File: src/rtl/player_ctrl_pkg.sv
// Shared constants and types for the player controller.
package player_ctrl_pkg;

  localparam int unsigned FIELD_W_DEF = 32;
  localparam int unsigned FIELD_H_DEF = 16;
  localparam int unsigned X_W_DEF     = 5;
  localparam int unsigned Y_W_DEF     = 4;
  localparam int unsigned SHIP_ROW    = FIELD_H_DEF - 1;

  // One bullet slot at default playfield geometry.
  typedef struct packed {
    logic               active;
    logic [X_W_DEF-1:0] x;
    logic [Y_W_DEF-1:0] y;
  } bullet_t;

  function automatic logic [3:0] popcount8(input logic [7:0] v);
    logic [3:0] c;
    c = '0;
    for (int i = 0; i < 8; i++) c = c + 4'(v[i]);
    return c;
  endfunction

endpackage

File: src/rtl/player_ctrl_button_conditioner.sv
// Two-flop synchroniser, stability debouncer and registered rise pulse for one raw button.
module button_conditioner #(
  parameter int unsigned DB_CYCLES = 4
) (
  input  logic i_clk,
  input  logic i_reset,
  input  logic i_btn,
  output logic o_rise
);

  localparam int unsigned CNT_W = (DB_CYCLES > 1) ? $clog2(DB_CYCLES) : 1;

  logic             r_sync1;
  logic             r_sync2;
  logic             r_level;
  logic             r_rise;
  logic [CNT_W-1:0] r_cnt;

  // Accept a new level only after it has disagreed with the held level DB_CYCLES clks in a row.
  always_ff @(posedge i_clk) begin
    if (i_reset) begin
      r_sync1 <= 1'b0;
      r_sync2 <= 1'b0;
      r_level <= 1'b0;
      r_rise  <= 1'b0;
      r_cnt   <= '0;
    end else begin
      r_sync1 <= i_btn;
      r_sync2 <= r_sync1;
      r_rise  <= 1'b0;
      if (r_sync2 != r_level) begin
        if (r_cnt == CNT_W'(DB_CYCLES - 1)) begin
          r_level <= r_sync2;
          r_rise  <= r_sync2;
          r_cnt   <= '0;
        end else begin
          r_cnt <= r_cnt + CNT_W'(1);
        end
      end else begin
        r_cnt <= '0;
      end
    end
  end

  assign o_rise = r_rise;

endmodule

File: src/rtl/player_ctrl.sv
// Player controller: conditioned buttons, ship movement, bullet slot pool with cooldown, saturating score.
module player_ctrl
  import player_ctrl_pkg::*;
#(
  parameter int unsigned FIELD_W   = FIELD_W_DEF,
  parameter int unsigned FIELD_H   = FIELD_H_DEF,
  parameter int unsigned X_W       = X_W_DEF,
  parameter int unsigned Y_W       = Y_W_DEF,
  parameter int unsigned N_BULLETS = 3,
  parameter int unsigned SCORE_W   = 8,
  parameter int unsigned DB_CYCLES = 4,
  parameter int unsigned COOLDOWN  = 2,
  parameter int unsigned START_X   = FIELD_W / 2
) (
  input  logic                     i_clk,
  input  logic                     i_reset,
  input  logic                     i_clear,
  input  logic                     i_left,
  input  logic                     i_right,
  input  logic                     i_start,
  input  logic                     i_shoot,
  input  logic                     i_score_clear,
  input  logic                     i_enable,
  input  logic [N_BULLETS-1:0]     i_hit,
  output logic [X_W-1:0]           o_pos_ship,
  output logic                     o_start_pulse,
  output logic [N_BULLETS*X_W-1:0] o_bullet_x,
  output logic [N_BULLETS*Y_W-1:0] o_bullet_y,
  output logic [N_BULLETS-1:0]     o_bullet_active,
  output logic                     o_shot_dropped,
  output logic [SCORE_W-1:0]       o_score
);

  localparam int unsigned IDX_W = (N_BULLETS > 1) ? $clog2(N_BULLETS) : 1;
  localparam int unsigned CD_W  = (COOLDOWN > 0) ? $clog2(COOLDOWN + 1) : 1;
  localparam int unsigned SUM_W = SCORE_W + 4;

  logic w_rise_l, w_rise_r, w_rise_s, w_rise_sh;

  button_conditioner #(.DB_CYCLES(DB_CYCLES)) u_btn_left  (.i_clk(i_clk), .i_reset(i_reset), .i_btn(i_left),  .o_rise(w_rise_l));
  button_conditioner #(.DB_CYCLES(DB_CYCLES)) u_btn_right (.i_clk(i_clk), .i_reset(i_reset), .i_btn(i_right), .o_rise(w_rise_r));
  button_conditioner #(.DB_CYCLES(DB_CYCLES)) u_btn_start (.i_clk(i_clk), .i_reset(i_reset), .i_btn(i_start), .o_rise(w_rise_s));
  button_conditioner #(.DB_CYCLES(DB_CYCLES)) u_btn_shoot (.i_clk(i_clk), .i_reset(i_reset), .i_btn(i_shoot), .o_rise(w_rise_sh));

  logic [X_W-1:0]           r_pos;
  logic [N_BULLETS-1:0]     r_act;
  logic [N_BULLETS*X_W-1:0] r_bx;
  logic [N_BULLETS*Y_W-1:0] r_by;
  logic [SCORE_W-1:0]       r_score;
  logic [CD_W-1:0]          r_cool;
  logic                     r_pend_l;
  logic                     r_pend_r;
  logic                     r_start_pulse;
  logic                     r_shot_dropped;

  logic                     w_free_any;
  logic [IDX_W-1:0]         w_free_idx;
  logic                     w_launch;
  logic                     w_drop;
  logic [SUM_W-1:0]         w_score_sum;
  logic [SCORE_W-1:0]       w_score_next;

  // Lowest free slot from pre-update state, launch decision and saturating score sum.
  always_comb begin
    w_free_any = 1'b0;
    w_free_idx = '0;
    for (int i = int'(N_BULLETS) - 1; i >= 0; i--) begin
      if (!r_act[i]) begin
        w_free_any = 1'b1;
        w_free_idx = IDX_W'(i);
      end
    end
    w_launch     = w_rise_sh && (r_cool == '0) && w_free_any;
    w_drop       = w_rise_sh && !w_launch;
    w_score_sum  = SUM_W'(r_score) + SUM_W'(popcount8(8'(i_hit & r_act)));
    w_score_next = (w_score_sum[SUM_W-1:SCORE_W] != '0) ? '1 : w_score_sum[SCORE_W-1:0];
  end

  always_ff @(posedge i_clk) begin
    if (i_reset) begin
      r_pos          <= X_W'(START_X);
      r_act          <= '0;
      r_bx           <= '0;
      r_by           <= '0;
      r_score        <= '0;
      r_cool         <= '0;
      r_pend_l       <= 1'b0;
      r_pend_r       <= 1'b0;
      r_start_pulse  <= 1'b0;
      r_shot_dropped <= 1'b0;
    end else begin
      r_start_pulse  <= w_rise_s;
      r_shot_dropped <= w_drop;
      r_score        <= i_score_clear ? '0 : w_score_next;
      if (i_clear) begin
        r_pos    <= X_W'(START_X);
        r_act    <= '0;
        r_bx     <= '0;
        r_by     <= '0;
        r_cool   <= '0;
        r_pend_l <= 1'b0;
        r_pend_r <= 1'b0;
      end else begin
        // A press landing on the tick clk is held over for the following tick.
        if (i_enable) begin
          r_pend_l <= w_rise_l;
          r_pend_r <= w_rise_r;
          if (r_pend_l && !r_pend_r && (r_pos != '0))
            r_pos <= r_pos - X_W'(1);
          else if (r_pend_r && !r_pend_l && (r_pos != X_W'(FIELD_W - 1)))
            r_pos <= r_pos + X_W'(1);
          if (r_cool != '0) r_cool <= r_cool - CD_W'(1);
        end else begin
          r_pend_l <= r_pend_l | w_rise_l;
          r_pend_r <= r_pend_r | w_rise_r;
        end
        if (w_launch) r_cool <= CD_W'(COOLDOWN);
        for (int i = 0; i < int'(N_BULLETS); i++) begin
          if (r_act[i] && i_hit[i]) begin
            r_act[i] <= 1'b0;
          end else if (r_act[i] && i_enable) begin
            if (r_by[i*Y_W +: Y_W] == '0) r_act[i] <= 1'b0;
            else r_by[i*Y_W +: Y_W] <= r_by[i*Y_W +: Y_W] - Y_W'(1);
          end else if (w_launch && (w_free_idx == IDX_W'(i))) begin
            r_act[i]            <= 1'b1;
            r_bx[i*X_W +: X_W]  <= r_pos;
            r_by[i*Y_W +: Y_W]  <= Y_W'(FIELD_H - 2);
          end
        end
      end
    end
  end

  assign o_pos_ship      = r_pos;
  assign o_start_pulse   = r_start_pulse;
  assign o_bullet_x      = r_bx;
  assign o_bullet_y      = r_by;
  assign o_bullet_active = r_act;
  assign o_shot_dropped  = r_shot_dropped;
  assign o_score         = r_score;

endmodule

File: config.mk
export PLATFORM = sky130hd
export DESIGN_NAME = player_ctrl
export DESIGN_NICKNAME = d
export VERILOG_FILES = /design/src/rtl/player_ctrl_pkg.sv /design/src/rtl/player_ctrl_button_conditioner.sv /design/src/rtl/player_ctrl.sv
export SDC_FILE = /design/constraint.sdc
export NUM_CORES = 1
export LEC_CHECK = 0
export BUFFER_PORTS_ARGS = -buffer_cell sky130_fd_sc_hd__buf_2
export CAP_MARGIN = 15
export CORE_ASPECT_RATIO = 1.5
export CORE_MARGIN = 2
export CORE_UTILIZATION = 40
export CTS_BUF_LIST = sky130_fd_sc_hd__clkbuf_4 sky130_fd_sc_hd__clkbuf_8
export DETAILED_ROUTE_END_ITERATION = 10
export PLACE_DENSITY_LB_ADDON = 0.1
export SLEW_MARGIN = 20
export SYNTH_ARGS = -nofsm -noshare
export SYNTH_HDL_FRONTEND = slang
export SYNTH_SLANG_ARGS = --single-unit
File: constraint.sdc
create_clock -name i_clk -period 3.5 [get_ports i_clk]
set_clock_uncertainty 0.2 [all_clocks]
set_input_delay 0.7 -clock i_clk [delete_from_list [all_inputs] [get_ports i_clk]]
set_output_delay 0.7 -clock i_clk [all_outputs]
set_load 0.03 [all_outputs]
==> results of run 1 <==
-- kinds of logic (layout without fill, tap and decap cells) --
| group | count (synthesis) | in the layout |
|---|---|---|
| DFF | 73 | 73 |
| buffers and inverters | 35 | 92 |
| adders and majority gates | 15 | 15 |
| and+or+nand+nor | 140 | 140 |
| AOI/OAI and AO/OA | 64 | 64 |
| muxes | 9 | 9 |
| xor gates and xnor gates | 12 | 12 |
-- cell type report --
class | instances | area share
Clock buffer | 9 | 0.0332
Clock inverter | 7 | 0.0335
Inverter | 20 | 0.0201
Multi-Input combinational cell | 240 | 0.413
Sequential cell | 73 | 0.391
Tap cell | 102 | 0.0342
Timing Repair Buffer | 56 | 0.0751
-- metal layers --
layer / wire (um) / up-vias
met1: 2950 / 1169
met4: 150 / 0
met2: 3300 / 65
met3: 253 / 11
met5: 0 / -
li1: - / 1305
-- metrics by stage --
step / hold WS, ns / utilization
CTS: 0.228 / 0.490
global placement: 0.206 / 0.458
floorplan: 0.197 / -
global route: 0.247 / 0.490
detailed placement: 0.215 / 0.458
finish: 0.222 / 0.490
-- state kept, by name (all words and copies together) (netlist names), 2 cells and up --
signal,flops
o_bullet_x,15
o_bullet_y,12
o_score,8
o_pos_ship,5
o_bullet_active,3
r_cool,2
u_btn_left.r_cnt,2
u_btn_right.r_cnt,2
u_btn_shoot.r_cnt,2
u_btn_start.r_cnt,2
-- synth_stat cells, types with 3 or more instances --
master    count
a21oi_1      39
a311oi_1      3
and3_1        4
clkbuf_1     11
dfxtp_1      73
fa_1          3
ha_1         12
inv_1        20
mux2i_1       9
nand2_1      47
nand3_1       8
nand4_1       7
nor2_1       25
nor2b_1      12
nor3_1        3
nor3b_1       4
nor4bb_1      5
o21ai_0       4
or3_1         9
xnor2_1       7
xor2_1        5
-- final timing paths --
kind / start / endpoint / slack, ns / depth (start not counted)
setup / recovery: o_bullet_active[2] / o_score[0] / 0.70 / 9
hold / removal: u_btn_start.r_cnt[0] / u_btn_start.r_cnt[0] / 0.22 / 1
setup reg to reg: o_bullet_active[2] / o_score[0] / 0.70 / 9
hold reg to reg: u_btn_start.r_cnt[0] / u_btn_start.r_cnt[0] / 0.22 / 1
-- report_power, final --
part	switching, mW	internal [mW]	leakage (nW)
Clock	0.340	0.481	0.124
Combinational	0.0238	0.0128	0.816
Sequential	0.00249	0.835	0.590
==> impl_metrics.env, run 1 <==
export IMPL_run_status="finished clean"
export IMPL_synthSimpleGateAreaFrac=0.232
export IMPL_ys_seq_elements=73
export IMPL_relSlewSlack=0.499
export IMPL_row_count=39
export IMPL_fp_dieH_um=113
export IMPL_slew_viol_final=0
export IMPL_drive_above_1_share=0.198
export IMPL_worst_pin_slew_ns=0.749
export IMPL_clock_path_buffers=2
export IMPL_die_area_um2=8620
export IMPL_setup_violations=0
export IMPL_maxCapViolations=0
export IMPL_drc=0
export IMPL_power_density_nw_per_um2=454
export IMPL_cp_arrival_ns=2.83
export IMPL_grt_use_met3=0.0287
export IMPL_drt_pass1_iter_count=4
export IMPL_min_period_over_period=0.800
export IMPL_crit_required_ns=3.53
export IMPL_synth_cells=348
export IMPL_multi_input_area_um2=1540
export IMPL_io_pins=57
export IMPL_cts_tree="yes"
export IMPL_final_cell_mix="dfxtp_1, buf_2, nand2_1"
export IMPL_cts_clk_slew_worst_paths_ns=0.08
export IMPL_nNetsFinal=427
export IMPL_antenna_left=0
export IMPL_synth_nets=375
export IMPL_synth_top_area_share=0.464
export IMPL_syn_to_final_growth_pct=18.5
export IMPL_worst_path_buf_inv=1
export IMPL_routed_wl_mm=6.65
export IMPL_post_cts_buffers=0
export IMPL_dr_first_iter_drc_count=100
export IMPL_core_um2=7610
export IMPL_dpl_worst_slack_ns=0.545
export IMPL_grt_setup_unrepaired="no"
export IMPL_worst_slack_ns=0.699
export IMPL_cp_max_fo=10
export IMPL_endpoint_kind="flip-flop"
export IMPL_clock_sinks=73
export IMPL_ys_types=47
export IMPL_grt_max_degree=34
export IMPL_post_drt_wl_per_cell_um=13.1
export IMPL_fillers=783
export IMPL_gp_congestion=0.771
export IMPL_post_dp_cell_area_um2=3480
export IMPL_hold_buffers=0
export IMPL_synth_top_area_cell="dfxtp_1"
export IMPL_min_path_type="flip-flop to flip-flop"
export IMPL_clock_fmax_ghz=0.357
export IMPL_period_needed_ns=2.80
export IMPL_final_area_um2=3730
export IMPL_die_x_um=76.5
export IMPL_clk_latency_ns=0.35
export IMPL_yosys_area_share_adder=0.0667
export IMPL_path_delay_family="adder cells"
export IMPL_total_power_mw=1.69
export IMPL_cts_resized=0
export IMPL_avgSynthCellArea_um2=9.05
export IMPL_dp_cells=491
export IMPL_n_antenna_cell=0
export IMPL_synth_top_family_by_area="simple AND/OR/NAND/NOR gates"
export IMPL_cts_buffers=9
export IMPL_initial_utilization=0.414
export IMPL_grt_overflow=0
export IMPL_max_stage_delay_ns=0.55
export IMPL_tns_ns=0
export IMPL_synth_main_ff_cell="dfxtp_1"
export IMPL_yosys_top_cells_area="dfxtp_1, a21oi_1, nand2_1"
export IMPL_grt_busiest_layer="met2"
export IMPL_start_kind="flip-flop"
export IMPL_grt_usage=0.167
export IMPL_criticalPathCategory="flip-flop to flip-flop"
export IMPL_ff_latch_area_um2=1460
export IMPL_synthesis_area_um2=3150
export IMPL_cts_htree_levels=3
export IMPL_cpMaxStageDelayCell="dfxtp_1"
export IMPL_synth_compound_area_frac=0.128
export IMPL_async_flop_share=0
export IMPL_num_vias=2550
export IMPL_worstPathCellList="nand2_1, fa_1, inv_1, ha_1, fa_1, nand2_1, nor2_1, nand3_1, a21oi_1"
export IMPL_cts_root_buf="clkbuf_8"
export IMPL_io_buffers=56
export IMPL_synth_xor_xnor_area_share=0.0334
export IMPL_synth_edff_count=0
export IMPL_ys_seq_area_frac=0.464
export IMPL_post_drt_via_cell_ratio=5.03
export IMPL_grt_pass1_wl_mm=11.4
export IMPL_yosys_warnings=0
export IMPL_layout_commonest_cell="dfxtp_1"
export IMPL_hpwl_mm=4.69
export IMPL_ir_worst_vdd_v=0.000284
export IMPL_leakage_nw=1.53
export IMPL_grt_util_met2=0.282
export IMPL_grt_pass1_vias=2387
export IMPL_grtUsageMet1=0.200
export IMPL_instances_no_fill=507
export IMPL_antenna_found_initial=0
export IMPL_synthMuxAreaShare=0.0286
export IMPL_hold_viol_final=0
Note: power is estimated with default switching activity, not from simulation.
==> run 2, diff against run 1 <==
ABC_AREA = 1   (was unset)
clock period = 2.68 ns   (was 3.5 ns; I/O delays follow)
==> impl_metrics.env, run 2 <==
export IMPL_antenna_left=0
export IMPL_dr_first_iter_drc_count=102
export IMPL_syn_to_final_growth_pct=19.5
export IMPL_row_count=39
export IMPL_rr_startpoint="o_bullet_active[0]"
export IMPL_r2r_end="o_score[5]"
export IMPL_endpoint_kind="flip-flop"
export IMPL_die_x_um=77.0
export IMPL_clock_sinks=73
export IMPL_synth_top_area_share=0.457
export IMPL_slew_viol_final=0
export IMPL_run_status="finished clean"
export IMPL_tns_ns=0
export IMPL_largest_reg_flops=15
export IMPL_critPathLaunch="o_bullet_active[0]"
export IMPL_clk_latency_ns=0.35
export IMPL_synthesis_area_um2=3200
export IMPL_post_drt_via_cell_ratio=4.66
export IMPL_ys_seq_area_frac=0.457
export IMPL_grt_max_degree=27
export IMPL_cp_arrival_ns=2.57
export IMPL_clock_fmax_ghz=0.396
export IMPL_start_kind="flip-flop"
export IMPL_power_density_nw_per_um2=502
export IMPL_avgSynthCellArea_um2=7.63
export IMPL_synth_top_area_cell="dfxtp_1"
export IMPL_nNetsFinal=515
export IMPL_n_antenna_cell=0
export IMPL_cpMaxStageDelayCell="fa_1"
export IMPL_grt_setup_unrepaired="no"
export IMPL_fp_dieH_um=114
export IMPL_synthTopCellsByCount="dfxtp_1, nor2_1, inv_1, nand2_1, nand3_1"
export IMPL_yosys_top_cells_area="dfxtp_1, nor2_1, inv_1"
export IMPL_ys_seq_elements=73
export IMPL_min_from="i_shoot"
export IMPL_ir_worst_vdd_v=0.000284
export IMPL_clock_path_buffers=2
export IMPL_post_cts_buffers=0
export IMPL_cp_max_fo=5
export IMPL_min_path_type="input port to flip-flop"
export IMPL_instances_no_fill=595
export IMPL_grt_pass1_vias=2592
export IMPL_fin_util=0.496
export IMPL_max_stage_delay_ns=0.52
export IMPL_hpwl_mm=4.98
export IMPL_grt_pass1_wl_mm=11.4
export IMPL_layout_commonest_cell="dfxtp_1"
export IMPL_synth_nets=446
export IMPL_yosysMostFrequentCell="dfxtp_1"
export IMPL_initial_utilization=0.415
export IMPL_antenna_found_initial=0
export IMPL_worst_pin_slew_ns=0.446
export IMPL_drt_pass1_iter_count=4
export IMPL_dp_cells=579
export IMPL_drive_above_1_share=0.211
export IMPL_grt_usage=0.164
export IMPL_worstPathCellList="nand2_2, fa_1, inv_1, ha_1, fa_1, nand3_1, nor2_1, nand4_1, buf_4, nand3_1, nand2_1, inv_1"
export IMPL_synth_edff_count=0
export IMPL_period_needed_ns=2.52
export IMPL_drc=0
export IMPL_num_vias=2771
export IMPL_final_cell_mix="dfxtp_1, nor2_1, inv_1"
export IMPL_grt_overflow=0
export IMPL_cts_clk_slew_worst_paths_ns=0.07
export IMPL_async_flop_share=0
export IMPL_ys_types=30
export IMPL_worst_slack_ns=0.157
export IMPL_min_period_over_period=0.941
export IMPL_io_pins=57
export IMPL_cts_tree="yes"
export IMPL_cts_htree_levels=3
export IMPL_criticalPathCategory="flip-flop to flip-flop"
export IMPL_synth_cells=419
export IMPL_hold_buffers=0
export IMPL_yosys_warnings=0
export IMPL_hold_viol_final=0
export IMPL_core_um2=7710
export IMPL_die_area_um2=8740
export IMPL_crit_required_ns=2.73
export IMPL_routed_wl_mm=6.69
export IMPL_crit_end="o_score[5]"
export IMPL_relSlewSlack=0.702
export IMPL_setup_violations=0
export IMPL_post_drt_wl_per_cell_um=11.2
export IMPL_cts_root_buf="clkbuf_8"
export IMPL_dpl_worst_slack_ns=-0.138
export IMPL_ff2ff_path_depth=12
export IMPL_cts_buffers=9
export IMPL_synth_main_ff_cell="dfxtp_1"
export IMPL_io_buffers=56
export IMPL_r2r_slack_ns=0.16
export IMPL_gp_congestion=0.769
export IMPL_leakage_nw=1.82
export IMPL_total_power_mw=1.92
export IMPL_maxCapViolations=0
run 2: changes by cell type after synthesis, moves of 9 or more:
cell     before  now
mux2i_1       9    0
nor2b_1      12    0
o21ai_0       4   25
nor2_1       25   69
inv_1        20   65
a21oi_1      39   27
or3_1         9    0
nand3_1       8   35
run 2: cell families (layout without fill, tap and decap cells):
family | after synthesis | count (layout) | synth area share
simple gates | 188 | 188 | 0.263
buf+inv | 74 | 148 | 0.0876
flops | 73 | 73 | 0.457
compound gates | 63 | 63 | 0.110
fa+ha+maj | 15 | 15 | 0.0657
xor+xnor | 6 | 6 | 0.0164
run 2: critical path, delay by kind of cell, from the launching register on:
family                   cells  cell delay (ns)
flip-flops                   1             0.37
buffers and inverters        3             0.21
AND/OR/NAND/NOR              6             0.49
adder cells (fa/ha/maj)      3             1.15
run 2: through the flow:
step                      hold WS (ns)  cell area (um^2)
final                            0.181              3820
after global routing             0.163              3820
after CTS                        0.158              3820
after detailed placement         0.194              3640
after global placement           0.188              3640
after floorplan                  0.188              3200
run 2: area by class of cell:
class	instances	area, um^2
fillers	832	3890
flip-flops and latches	73	1460
multi-input cells	272	1460
repair buffers	63	333
inverters	69	262
clock buffers	11	145
well taps	102	128
clock inverters	5	31.3
run 2: where the power goes:
part           internal, mW  switching (mW)  leakage [nW]  total [mW]
sequential             1.09         0.00301         0.591        1.09
clock                 0.368           0.409        0.0925       0.777
combinational        0.0159          0.0305          1.14      0.0464
total                  1.48           0.442          1.82        1.92
run 2: worst min-delay path by stage:
stage                     cells after the start  slack [ns]                  end
after floorplan                               2        0.19        o_start_pulse
after global placement                        2        0.19   u_btn_left.r_sync2
after global routing                          3        0.16  u_btn_right.r_sync1
after detailed placement                      2        0.19  u_btn_shoot.r_sync2
after CTS                                     3        0.16  u_btn_shoot.r_sync1
final                                         3        0.18  u_btn_shoot.r_sync1
run 2: metal layers:
| metal | routed length, um | track usage |
|---|---|---|
| met1 | 2930 | 0.181 |
| met3 | 279 | 0.0498 |
| met5 | 0 | 0 |
| met4 | 118 | 0.0750 |
| met2 | 3360 | 0.288 |
run 2: repair_timing:
action                                  in CTS  in global routing
gates resized for setup                      0                  3
endpoints found under the setup margin       0                  4
hold endpoints to repair                     0                  0
==> run 3, diff against run 2 <==
==> constraint.sdc (replaced) <==
create_clock -name i_clk -period 2.68 [get_ports i_clk]
set_clock_uncertainty 0.2 [all_clocks]
set_input_delay 0.268 -clock i_clk [delete_from_list [all_inputs] [get_ports i_clk]]
set_output_delay 0.268 -clock i_clk [all_outputs]
set_load 0.03 [all_outputs]
==> impl_metrics.env, run 3 (synthesized netlist as in run 2, its figures left out) <==
export IMPL_run_status="finished clean"
export IMPL_die_area_um2=8740
export IMPL_max_stage_delay_ns=0.46
export IMPL_period_needed_ns=2.53
export IMPL_fillers=799
export IMPL_drt_pass1_iter_count=4
export IMPL_hold_viol_final=0
export IMPL_min_path_cells=2
export IMPL_r2r_end="o_score[6]"
export IMPL_tns_ns=0
export IMPL_clock_sinks=73
export IMPL_cts_tree="yes"
export IMPL_worst_path_buf_inv=3
export IMPL_rr_startpoint="o_bullet_active[0]"
export IMPL_maxCapViolations=0
export IMPL_n_antenna_cell=0
export IMPL_multi_input_area_um2=1460
export IMPL_cts_root_buf="clkbuf_8"
export IMPL_power_density_nw_per_um2=540
export IMPL_row_count=39
export IMPL_start_kind="flip-flop"
export IMPL_fp_dieH_um=114
export IMPL_slew_viol_final=0
export IMPL_routed_wl_mm=7.00
export IMPL_clk_latency_ns=0.36
export IMPL_cts_clk_slew_worst_paths_ns=0.08
export IMPL_relSlewSlack=0.709
export IMPL_cp_max_fo=5
export IMPL_grt_pass1_wl_mm=11.7
export IMPL_largest_reg_flops=15
export IMPL_criticalPathCategory="flip-flop to flip-flop"
export IMPL_ir_worst_vdd_v=0.000323
export IMPL_core_um2=7710
export IMPL_cts_buffers=9
export IMPL_crit_required_ns=2.77
export IMPL_r2r_slack_ns=0.15
export IMPL_hold_path_end="u_btn_right.r_sync2"
export IMPL_antenna_found_initial=0
export IMPL_setup_violations=0
export IMPL_leakage_nw=1.86
export IMPL_layout_commonest_cell="dfxtp_1"
export IMPL_endpoint_kind="flip-flop"
export IMPL_nNetsFinal=520
export IMPL_gp_congestion=0.789
export IMPL_clock_path_buffers=2
export IMPL_cts_htree_levels=3
export IMPL_worstPathCellList="nand2_2, fa_1, inv_1, ha_1, fa_2, nand3_1, nor2_1, nand4_1, buf_4, buf_4, a21oi_1"
export IMPL_antenna_left=0
export IMPL_path_delay_family="adder cells"
export IMPL_fin_util=0.509
export IMPL_drive_above_1_share=0.211
export IMPL_cp_arrival_ns=2.62
export IMPL_clock_fmax_ghz=0.395
export IMPL_final_cell_mix="dfxtp_1, nor2_1, inv_1"
export IMPL_cpMaxStageDelayCell="fa_1"
export IMPL_io_buffers=56
export IMPL_die_x_um=77.0
export IMPL_worst_pin_slew_ns=0.436
export IMPL_post_drt_wl_per_cell_um=11.7
export IMPL_post_drt_via_cell_ratio=4.74
export IMPL_total_power_mw=2.12
export IMPL_grt_pass1_vias=2684
export IMPL_grt_max_degree=28
export IMPL_ff_latch_area_um2=1470
export IMPL_min_from="i_reset"
export IMPL_min_path_type="input port to flip-flop"
export IMPL_cpMostUsedCell="buf_4"
export IMPL_ff2ff_path_depth=11
export IMPL_io_pins=57
export IMPL_syn_to_final_growth_pct=22.7
export IMPL_num_vias=2842
export IMPL_drc=0
export IMPL_dr_first_iter_drc_count=118
export IMPL_initial_utilization=0.415
export IMPL_grt_overflow=0
export IMPL_min_period_over_period=0.945
export IMPL_grt_usage=0.168
export IMPL_hpwl_mm=5.11
## run 3: area by class of cell
class                           count  share of cell area
Sequential cell                    73               0.374
Multi-Input combinational cell    272               0.372
Timing Repair Buffer               68              0.0976
Inverter                           69              0.0666
Clock buffer                       11              0.0370
Tap cell                          102              0.0325
Clock inverter                      5              0.0201
## run 3: worst max-delay path by stage
| stage | start | end | slack (ns) | cells after the start |
|---|---|---|---|---|
| 2_1_floorplan | o_score[0] | o_score[3] | 0.04 | 11 |
| 3_3_place_gp | i_hit[0] | o_score[3] | 0.07 | 12 |
| 3_5_place_dp | i_hit[0] | o_score[3] | 0.03 | 12 |
| 4_1_cts | o_bullet_active[0] | o_score[3] | 0.01 | 11 |
| 5_1_grt | o_bullet_active[0] | o_score[2] | -0.01 | 11 |
| 6_report | o_bullet_active[0] | o_score[6] | 0.15 | 11 |
## run 3: power breakdown
group	switching [mW]	total [mW]	internal, mW
registers	0.00313	1.09	1.09
clock network	0.415	0.973	0.558
logic	0.0313	0.0520	0.0206
total	0.449	2.12	1.67
## run 3: layer usage
metal,global-route usage,up-vias,routed length (um)
met4,0.0929,0,166
met5,0,-,0
li1,-,1479,-
met2,0.308,48,3600
met1,0.176,1303,2960
met3,0.0396,12,274
## run 3: what timing repair did
action                                 in CTS  in global routing
setup endpoints to repair                   0                  8
hold buffers                                5                  0
setup buffers                               0                  2
gates resized for setup                     0                  4
endpoints found under the hold margin       5                  0
## run 3: per-stage QoR
step	instance area, um^2	setup WS, ns	instances	hold slack, ns
6_report	3920	0.149	600	0.0258
5_1_grt	3920	-0.0115	600	0.0429
4_1_cts	3900	0.0123	598	0.0145
3_5_place_dp	3630	0.0340	577	0.198
3_3_place_gp	3630	0.0691	577	0.188
2_1_floorplan	3200	0.0364	419	0.175
